[src/rtl/multi_square_wave_gen_if.sv]
// Bus bundle for multi_square_wave_gen.
//   en          per-channel run enable (level)
//   load        strobe: capture on/off periods of all channels into shadow regs
//   on_period   channel i at [i*W +: W], high-phase length in base ticks
//   off_period  channel i at [i*W +: W], low-phase length in base ticks
//   signal      registered square-wave outputs
//   cycle_tick  1-clk pulse in the first clk of each HIGH phase
// master drives the controls; slave is the generator.
interface multi_square_wave_gen_if #(
  parameter int N_CH = 4,
  parameter int W    = 8
);
  logic [N_CH-1:0]   en;
  logic              load;
  logic [N_CH*W-1:0] on_period;
  logic [N_CH*W-1:0] off_period;
  logic [N_CH-1:0]   signal;
  logic [N_CH-1:0]   cycle_tick;

  modport master (
    output en, load, on_period, off_period,
    input  signal, cycle_tick
  );

  modport slave (
    input  en, load, on_period, off_period,
    output signal, cycle_tick
  );
endinterface

[src/rtl/multi_square_wave_gen.sv]
// N-channel programmable square/PWM generator with one shared prescaler.
// Each channel keeps its own double-buffered on/off periods; the shadow copy
// becomes active only at a cycle start, so a new config never cuts a phase.
// Ports:
//   clk    clock
//   reset  asynchronous, active-high reset
//   bus    multi_square_wave_gen_if.slave (en, load, periods in; signal, cycle_tick out)
//
// state | meaning
// IDLE  | channel disabled, output low, waiting for en at a base tick
// HIGH  | high phase, cnt counts base ticks up to act_on-1
// LOW   | low phase, cnt counts base ticks up to act_off-1
module multi_square_wave_gen #(
  parameter int N_CH        = 4,
  parameter int W           = 8,
  parameter int BASE_CYCLES = 10
) (
  input  logic                   clk,
  input  logic                   reset,
  multi_square_wave_gen_if.slave bus
);
  localparam int PW = (BASE_CYCLES > 1) ? $clog2(BASE_CYCLES) : 1;

  typedef enum logic [1:0] {IDLE, HIGH, LOW} state_t;

  logic [PW-1:0]          base_cnt_q, base_cnt_d;
  logic                   base_tick;
  logic [N_CH-1:0][W-1:0] shadow_on_q, shadow_on_d;
  logic [N_CH-1:0][W-1:0] shadow_off_q, shadow_off_d;
  logic [N_CH-1:0][W-1:0] act_on_q, act_on_d;
  logic [N_CH-1:0][W-1:0] act_off_q, act_off_d;
  logic [N_CH-1:0][W-1:0] cnt_q, cnt_d;
  state_t                 state_q [N_CH];
  state_t                 state_d [N_CH];
  logic [N_CH-1:0]        signal_q, signal_d;
  logic [N_CH-1:0]        cycle_tick_q, cycle_tick_d;
  logic [N_CH-1:0]        cycle_start;

  always_ff @(posedge clk or posedge reset) begin
    if (reset) begin
      base_cnt_q   <= '0;
      shadow_on_q  <= '0;
      shadow_off_q <= '0;
      act_on_q     <= '0;
      act_off_q    <= '0;
      cnt_q        <= '0;
      signal_q     <= '0;
      cycle_tick_q <= '0;
      for (int i = 0; i < N_CH; i++) state_q[i] <= IDLE;
    end else begin
      base_cnt_q   <= base_cnt_d;
      shadow_on_q  <= shadow_on_d;
      shadow_off_q <= shadow_off_d;
      act_on_q     <= act_on_d;
      act_off_q    <= act_off_d;
      cnt_q        <= cnt_d;
      signal_q     <= signal_d;
      cycle_tick_q <= cycle_tick_d;
      for (int i = 0; i < N_CH; i++) state_q[i] <= state_d[i];
    end
  end

  always_comb begin
    base_tick  = (base_cnt_q == PW'(BASE_CYCLES - 1));
    base_cnt_d = base_tick ? '0 : base_cnt_q + PW'(1);

    shadow_on_d  = shadow_on_q;
    shadow_off_d = shadow_off_q;
    if (bus.load) begin
      shadow_on_d  = bus.on_period;
      shadow_off_d = bus.off_period;
    end

    act_on_d     = act_on_q;
    act_off_d    = act_off_q;
    cnt_d        = cnt_q;
    signal_d     = signal_q;
    cycle_tick_d = '0;
    cycle_start  = '0;
    for (int i = 0; i < N_CH; i++) begin
      state_d[i] = state_q[i];
      // Disable is immediate, not aligned to the prescaler.
      if (!bus.en[i]) begin
        state_d[i]  = IDLE;
        cnt_d[i]    = '0;
        signal_d[i] = 1'b0;
      end else if (base_tick) begin
        case (state_q[i])
          IDLE: cycle_start[i] = 1'b1;
          HIGH: begin
            if (cnt_q[i] == act_on_q[i] - W'(1)) begin
              if (act_off_q[i] != '0) begin
                state_d[i]  = LOW;
                cnt_d[i]    = '0;
                signal_d[i] = 1'b0;
              end else begin
                cycle_start[i] = 1'b1;
              end
            end else begin
              cnt_d[i] = cnt_q[i] + W'(1);
            end
          end
          LOW: begin
            if (act_off_q[i] == '0 || cnt_q[i] == act_off_q[i] - W'(1)) begin
              cycle_start[i] = 1'b1;
            end else begin
              cnt_d[i] = cnt_q[i] + W'(1);
            end
          end
          default: state_d[i] = IDLE;
        endcase
      end

      // Uses the registered shadow, so a load on this same edge waits one cycle.
      if (cycle_start[i]) begin
        act_on_d[i]  = shadow_on_q[i];
        act_off_d[i] = shadow_off_q[i];
        cnt_d[i]     = '0;
        if (shadow_on_q[i] != '0) begin
          state_d[i]      = HIGH;
          signal_d[i]     = 1'b1;
          cycle_tick_d[i] = 1'b1;
        end else begin
          state_d[i]  = LOW;
          signal_d[i] = 1'b0;
        end
      end
    end
  end

  assign bus.signal     = signal_q;
  assign bus.cycle_tick = cycle_tick_q;
endmodule

[src/flat_wrapper.sv]
// flat-port wrapper written by rule: the top's interface ports become plain ports
module multi_square_wave_gen_flat 
#(
  parameter int N_CH        = 4,
  parameter int W           = 8,
  parameter int BASE_CYCLES = 10
)
  (clk, reset, bus_en, bus_load, bus_on_period, bus_off_period, bus_signal, bus_cycle_tick);
  multi_square_wave_gen_if #(.N_CH(N_CH), .W(W)) bus_i ();
  input  logic clk;
  input  logic reset;
  input wire logic [$bits(bus_i.en)-1:0] bus_en;
  input wire logic [$bits(bus_i.load)-1:0] bus_load;
  input wire logic [$bits(bus_i.on_period)-1:0] bus_on_period;
  input wire logic [$bits(bus_i.off_period)-1:0] bus_off_period;
  output wire logic [$bits(bus_i.signal)-1:0] bus_signal;
  output wire logic [$bits(bus_i.cycle_tick)-1:0] bus_cycle_tick;
  assign bus_i.en = bus_en;
  assign bus_i.load = bus_load;
  assign bus_i.on_period = bus_on_period;
  assign bus_i.off_period = bus_off_period;
  assign bus_signal = bus_i.signal;
  assign bus_cycle_tick = bus_i.cycle_tick;
  multi_square_wave_gen #(.N_CH(N_CH), .W(W), .BASE_CYCLES(BASE_CYCLES)) u_core (.clk(clk), .reset(reset), .bus(bus_i));
endmodule
[config.mk]
export PLATFORM = sky130hd
export DESIGN_NAME = multi_square_wave_gen_flat
export DESIGN_NICKNAME = d
export VERILOG_FILES = /design/src/rtl/multi_square_wave_gen_if.sv /design/src/rtl/multi_square_wave_gen.sv /design/src/flat_wrapper.sv
export SDC_FILE = /design/constraint.sdc
export NUM_CORES = 1
export LEC_CHECK = 0
export CAP_MARGIN = 5
export CORE_MARGIN = 8
export CORE_UTILIZATION = 45
export DETAILED_ROUTE_END_ITERATION = 8
export PLACE_DENSITY_LB_ADDON = 0.2
export REMOVE_ABC_BUFFERS = 1
export SYNTH_ARGS = -nofsm -noshare
export SYNTH_HDL_FRONTEND = slang
export SYNTH_SLANG_ARGS = --single-unit
[constraint.sdc]
create_clock -name clk -period 6.76 [get_ports clk]
set_clock_uncertainty 0.15 [all_clocks]
set_input_delay 1.352 -clock clk [delete_from_list [all_inputs] [get_ports clk]]
set_output_delay 1.352 -clock clk [all_outputs]
set_load 0.05 [all_outputs]
# After elaboration in Yosys (flattened, before gate mapping)
# Cells that the tools add are included.
[word_totals]
regBits = 180
word_cells = 249
out_inout_bits = 8
input_bits = 71
[classes]
eq_ne = 57
muxes = 113
n_reduce_logical = 36
add_sub_neg = 13
[op_table]
columns = ["operator", "n"]
rows = [
  ["two-way mux 8 bit", 24],
  ["== test 8 bit", 8],
  ["case mux 8 bit (2 select lines)", 4],
  ["nonzero test 8 bit", 8],
  ["subtractor 8 x 1 -> 8 bit, second input constant", 8],
  ["two-way mux 1 bit", 52],
  ["two-way mux 2 bit", 24],
  ["!= test 3 x 1 -> 1 bit, second input constant", 16],
  ["AND reduction 4 bit", 12],
  ["adder 8 x 1 -> 8 bit, second input constant", 4],
  ["zero test 8 bit", 4],
  ["!= test 4 x 2 -> 1 bit, second input constant", 8],
  ["!= test 5 x 4 -> 1 bit, second input constant", 4],
  ["!= test 4 x 1 -> 1 bit, second input constant", 4],
  ["!= test 4 x 3 -> 1 bit, second input constant", 4],
  ["case mux 2 bit (2 select lines)", 4],
  ["!= test 3 x 2 -> 1 bit, second input constant", 4],
  ["case mux 1 bit (3 select lines)", 4],
  ["== test 2 x 1 -> 1 bit, second input constant", 4],
  ["== test 2 bit, second input constant", 4],
  ["zero test 2 bit", 4],
  ["OR reduction 2 bit", 4],
  ["adder 4 x 1 -> 4 bit, second input constant", 1],
  ["== test 4 bit, second input constant", 1],
  ["other kinds (2)", 5],
]

# Depth between registers and ports, before layout
[depth]
ltp_word = 9
mapped_depth = 12
depth_no_buf = 10

# Worst setup path after synthesis
# No wires, ideal clock.
[synth_path]
path_kind = "register to register"
start = "reg u_core.act_on_q[10] (netlist name)"
end = "reg u_core.act_on_q[14] (netlist name)"
n_path_buf = 1
arrival_ns = 2.874
path_slack_ns = 3.609
setup_time_ns = 0.127
period_less_slack_ns = 3.151
required_time_ns = 6.483
stages_incl_launch_ff = 9
cell_sequence = "dfrtp_1 > or4_1 > or3_1 > a2111oi_2 > o2111ai_2 > o21ai_2 > and4_4 > buf_6 > mux2_1"
[synth_via]
elab_chain_len = 6
[synth_rtl]
columns = ["item", "line", "source"]
rows = [
  ["start, declared", "multi_square_wave_gen.sv:30", "logic [N_CH-1:0][W-1:0] act_on_q, act_on_d;"],
  ["start signal, assigned", "multi_square_wave_gen.sv:54", "act_on_q <= act_on_d;"],
  ["subtractor 8 x 1 -> 8 bit", "multi_square_wave_gen.sv:91", "if (cnt_q[i] == act_on_q[i] - W'(1)) begin"],
  ["== test 8 bit", "multi_square_wave_gen.sv:91", ""],
  ["two-way mux 1 bit", "multi_square_wave_gen.sv:91", ""],
  ["case mux 1 bit (3 select lines)", "multi_square_wave_gen.sv:88", "case (state_q[i])"],
  ["two-way mux 1 bit", "multi_square_wave_gen.sv:87", "end else if (base_tick) begin"],
  ["two-way mux 1 bit", "multi_square_wave_gen.sv:83", "if (!bus.en[i]) begin"],
]
# No other way between the ends.
# A chain may end at the register's enable or synchronous reset.

# Worst setup path in the final report
[layout_path]
start = "reg u_core.act_on_q[16] (netlist name)"
end = "reg u_core.cnt_q[22] (netlist name)"
[layout_via]
elab_chain_len = 8
elab_cells_between_ends = 16
cone_classes = "add/sub: 1; eq/ne: 5; mux: 9; reduce/logical: 1"
[layout_rtl]
columns = ["item", "line", "source"]
rows = [
  ["subtractor 8 x 1 -> 8 bit (*)", "multi_square_wave_gen.sv:91", ""],
  ["== test 8 bit (*)", "multi_square_wave_gen.sv:91", ""],
  ["two-way mux 1 bit", "multi_square_wave_gen.sv:91", ""],
  ["case mux 1 bit (3 select lines)", "multi_square_wave_gen.sv:88", ""],
  ["two-way mux 1 bit", "multi_square_wave_gen.sv:87", ""],
  ["two-way mux 1 bit", "multi_square_wave_gen.sv:83", ""],
  ["!= test 5 x 4 -> 1 bit (no source line) (tied with other cells)", "-", ""],
  ["AND reduction 4 bit (no source line)", "-", ""],
  ["end signal, assigned", "multi_square_wave_gen.sv:56", "cnt_q <= cnt_d;"],
  ["end, declared", "multi_square_wave_gen.sv:32", "logic [N_CH-1:0][W-1:0] cnt_q, cnt_d;"],
]
# Every way passes the cells marked *; elsewhere a longest branch is shown, timed or not. The select of a mux whose other input is x is not followed.

==> results by group <==
Placed design
  • Placer Congestion: 0.8082
  • Port Buffers: 78
  • Post-DP HPWL: around 13000 um
  • Pre-CTS setup slack: approximately 3200 ps

Die
  • IO Pins: approximately 80
  • Die X-Extent: 162.6 um
  • Die Y: 162.6 um
  • Site Rows: 53
  • Initial core utilization: 0.4584
  • Core Area: 0.02109 mm2
  • Die footprint: around 0.026 mm2

Worst setup path
  • Worst setup path start: u_core.act_on_q[16]
  • CP Class: flop to flop
  • Setup crit start kind: flop
  • Worst setup EP type: flop
  • Worst endpoint data arrival time: 3620 ps
  • CP peak stage delay: roughly 740 ps
  • CP Max Fanout: 23
  • Buffers and inverters on the worst path: 0
  • WP data required: just under 7000 ps
  • CP top delay family: simple AND/OR/NAND/NOR gates
  • Slowest stage cell, crit path: and3_1
  • Reg-to-Reg Start: u_core.act_on_q[16]
  • Cell Chain, Critical Path: or4_1 -> or4_1 -> o2111ai_1 -> o211ai_1 -> o21ai_1 -> and3_1 -> or3_1 -> o21ai_0
  • CP most frequent cell: or4_1

Synth
  • Asr flop ratio synth: 1.000
  • Main flop type after synthesis: dfrtp_1
  • Synth warnings: 0
  • Post-Syn Instances: 910
  • Post-synth cell types: 74
  • Avg Inst Size Synth: 10.62 um2
  • Synthesized cell area: 0.009667 mm2
  • Post-synth EDFFs: 0
  • Seq/Total Area, Yosys: 0.4660
  • #FFs+latches synth: 180

Clock network
  • Post-CTS setup buffer count: 0
  • CTS Root Cell: clkbuf_16
  • H-tree depth: 4
  • Num CTS Buffers: 17
  • Clk sinks: 180
  • # resized after CTS: 0
  • CTS tree: built
  • Clock insertion delay at the later pin of the skew report: 430 ps
  • Clk buf depth: 2
  • Clock transition at the registers of the reported paths: 70 ps
  • Hold Buf Count CTS: 0

Hold path
  • Hold path start: u_core.shadow_off_q[6]
  • Worst min path class: flop to flop

Flow run
  • Maxcap violations: 0

Cells and area
  • Share of layout cells above drive strength 1: 0.1691
  • Final #Nets: about 1000
  • Diode count: 0
  • Area Growth Syn to Fin: 15.69%

Global routing
  • GRT Util Overall: 0.1543
  • Initial antenna violation count: 0
  • First-pass GRT wire length: 33670 um
  • GRT overflow: 0
  • Vias in the first global route: 6782
  • Largest net degree at the start of global routing: 100

STA
  • RSZ-0062 raised after global routing: false
  • Setup TNS Final: 0 ps
  • Final setup margin: 3288 ps
  • Slew Viols, Final: 0
  • Final Hold Fails: 0
  • Min Hold Slack: 332.2 ps
  • Min Clock Period, post-route: 3472 ps
  • Final worst-path cycle share: 0.5136
  • Final setup fails: 0
  • F_max: 288.0 MHz
  • Relative slew margins: 0.3441
  • Worst Tran Pin Value: a little under 1000 ps

Drt
  • Routed WL: approximately 19000 um
  • Vias: just under 7000
  • Vias per cell: 5.440
  • Wirelength per Cell: 15.51 um
  • # DRC: 0
  • DR iter-0 viols: 352
  • DRT Pass-1 Iters: 4
  • Final ANT Viol Nets: 0

Pwr
  • VDD IR-drop max: about 130 uV
  • LEAKAGE: between 0.004 and 0.005 uW
  • Pwr dens: 245.8 mW/mm2

Outcome
  • Status: finished, final reports clean
[metrics by stage]
step                      total power (uW)    util  instances  instance area [um2]
final                                 2749  0.5303       1251                11180
after global routing                  2906  0.5303       1251                11180
after CTS                             2789  0.5303       1251                11180
after detailed placement              1807  0.5034       1220                10620
after global placement                1794  0.5034       1220                10620
after floorplan                       1660       -        864                 9457
[layout make-up]
class / count / area [um2]
multi-input combinational: 648 / 4817
sequential: 180 / 4504
clock buffer: 20 / 436.7
clock inverter: 11 / 130.1
fill: 1859 / 9905
tap: 275 / 344.1
timing repair buffer: 81 / 810.8
inverter: 36 / 140.1
[cells in the final DEF (no fill, tap or decap), types with 5 or more instances in the layout]
master           Yosys  layout
nand2_1             79      79
mux2_2              97      97
o21ai_0             33      33
a211o_1              6       6
a31oi_1              5       5
nand2b_1            11      11
inv_1               36      35
nor2_1              45      45
o31ai_1              7       7
a211oi_1             6       6
xnor2_1             46      46
nor3b_1             11      11
clkdlybuf4s50_1      0      77
nand3b_1             7       7
xor2_1              33      33
a21oi_1             14      14
or4_1               10      10
clkbuf_16            0      17
or2_2                8       8
nand4_1             13      13
ha_1                12      12
and3_1               7       7
nor2b_1             11      11
nand3_1             26      26
o2111ai_1            6       6
and2_1               7       7
or3_1               13      13
nor3_1              17      17
dfrtp_1            180     180
o211ai_1             8       8
a31o_2               5       5
nor4_1              17      17
mux2_4              10      10
mux2_1              13      13
[cells by family after synthesis]
kind of cell,share of synthesized area
AOI/OAI and AO/OA,0.1045
buffers and inverters,0.03572
xor gates and xnor gates,0.07158
and+or+nand+nor,0.1621
adders and majority gates,0.01657
muxes,0.1437
DFF,0.4660
[final timing paths]
kind                            slack [ps]  depth (start not counted)                      end
min in group asynchronous             1280                          2  u_core.shadow_off_q[26]
worst min register to register         330                          1      u_core.act_off_q[6]
worst max register to register        3290                          8         u_core.cnt_q[22]
worst max-delay path                  3290                          8         u_core.cnt_q[22]
worst min-delay path                   330                          1      u_core.act_off_q[6]
max in group asynchronous             4130                          3      u_core.act_on_q[10]
[registers in the layout, indices dropped and copies added (netlist names), 8 cells and up]
register and flops:
u_core.shadow_on_q 32, u_core.act_on_q 32, u_core.act_off_q 32, u_core.cnt_q 32, u_core.shadow_off_q 32, u_core.state_q 8
[synth_stat cells, types with 3 or more instances]
| cell | instances | share of area |
|---|---|---|
| o31ai_1 | 7 | 0.0054 |
| mux2_1 | 13 | 0.015 |
| a21oi_1 | 14 | 0.0072 |
| nor3_1 | 17 | 0.0088 |
| o311ai_0 | 3 | 0.0027 |
| mux2_2 | 97 | 0.11 |
| o2111ai_1 | 6 | 0.0054 |
| nor4_1 | 17 | 0.011 |
| o211ai_1 | 8 | 0.0062 |
| xor2_1 | 33 | 0.030 |
| nand2b_1 | 11 | 0.0071 |
| or2_2 | 8 | 0.0052 |
| nand3_1 | 26 | 0.013 |
| a31oi_1 | 5 | 0.0032 |
| nor3b_1 | 11 | 0.0085 |
| or4_1 | 10 | 0.0078 |
| buf_2 | 5 | 0.0026 |
| a211o_1 | 6 | 0.0054 |
| xnor2_1 | 46 | 0.042 |
| a31o_2 | 5 | 0.0045 |
| o21bai_1 | 4 | 0.0031 |
| nand3b_1 | 7 | 0.0054 |
| or3_1 | 13 | 0.0084 |
| ha_1 | 12 | 0.016 |
| nand2_1 | 79 | 0.031 |
| buf_1 | 3 | 0.0012 |
| o2bb2ai_1 | 3 | 0.0027 |
| o21a_1 | 3 | 0.0023 |
| nand4_1 | 13 | 0.0084 |
| clkbuf_1 | 35 | 0.014 |
| inv_1 | 36 | 0.014 |
| mux2_4 | 10 | 0.016 |
| and2_1 | 7 | 0.0045 |
| nand4b_1 | 3 | 0.0027 |
| dfrtp_1 | 180 | 0.47 |
| and3_1 | 7 | 0.0045 |
| a21boi_0 | 3 | 0.0023 |
| a221o_1 | 4 | 0.0041 |
| a211oi_1 | 6 | 0.0047 |
| a221oi_1 | 3 | 0.0027 |
| nor2b_1 | 11 | 0.0071 |
| o21ai_0 | 33 | 0.017 |
| nor2_1 | 45 | 0.017 |
| and3b_1 | 4 | 0.0036 |
| a21o_1 | 4 | 0.0031 |
[layer usage]
layer,up-vias,wire length (um),global-route usage
met4,0,240,0.04045
met5,-,0,0
li1,3365,-,-
met2,106,8869,0.2415
met1,3312,9472,0.2061
met3,22,823,0.04499
[where the power goes]
group	switching (uW)	total [uW]	leakage (uW)	internal, uW
clock network	422	967	0.000263	545
logic	202	469	0.00211	267
registers	127	1310	0.00223	1190
total	751	2750	0.00460	2000
(Power assumes the default switching activity.)
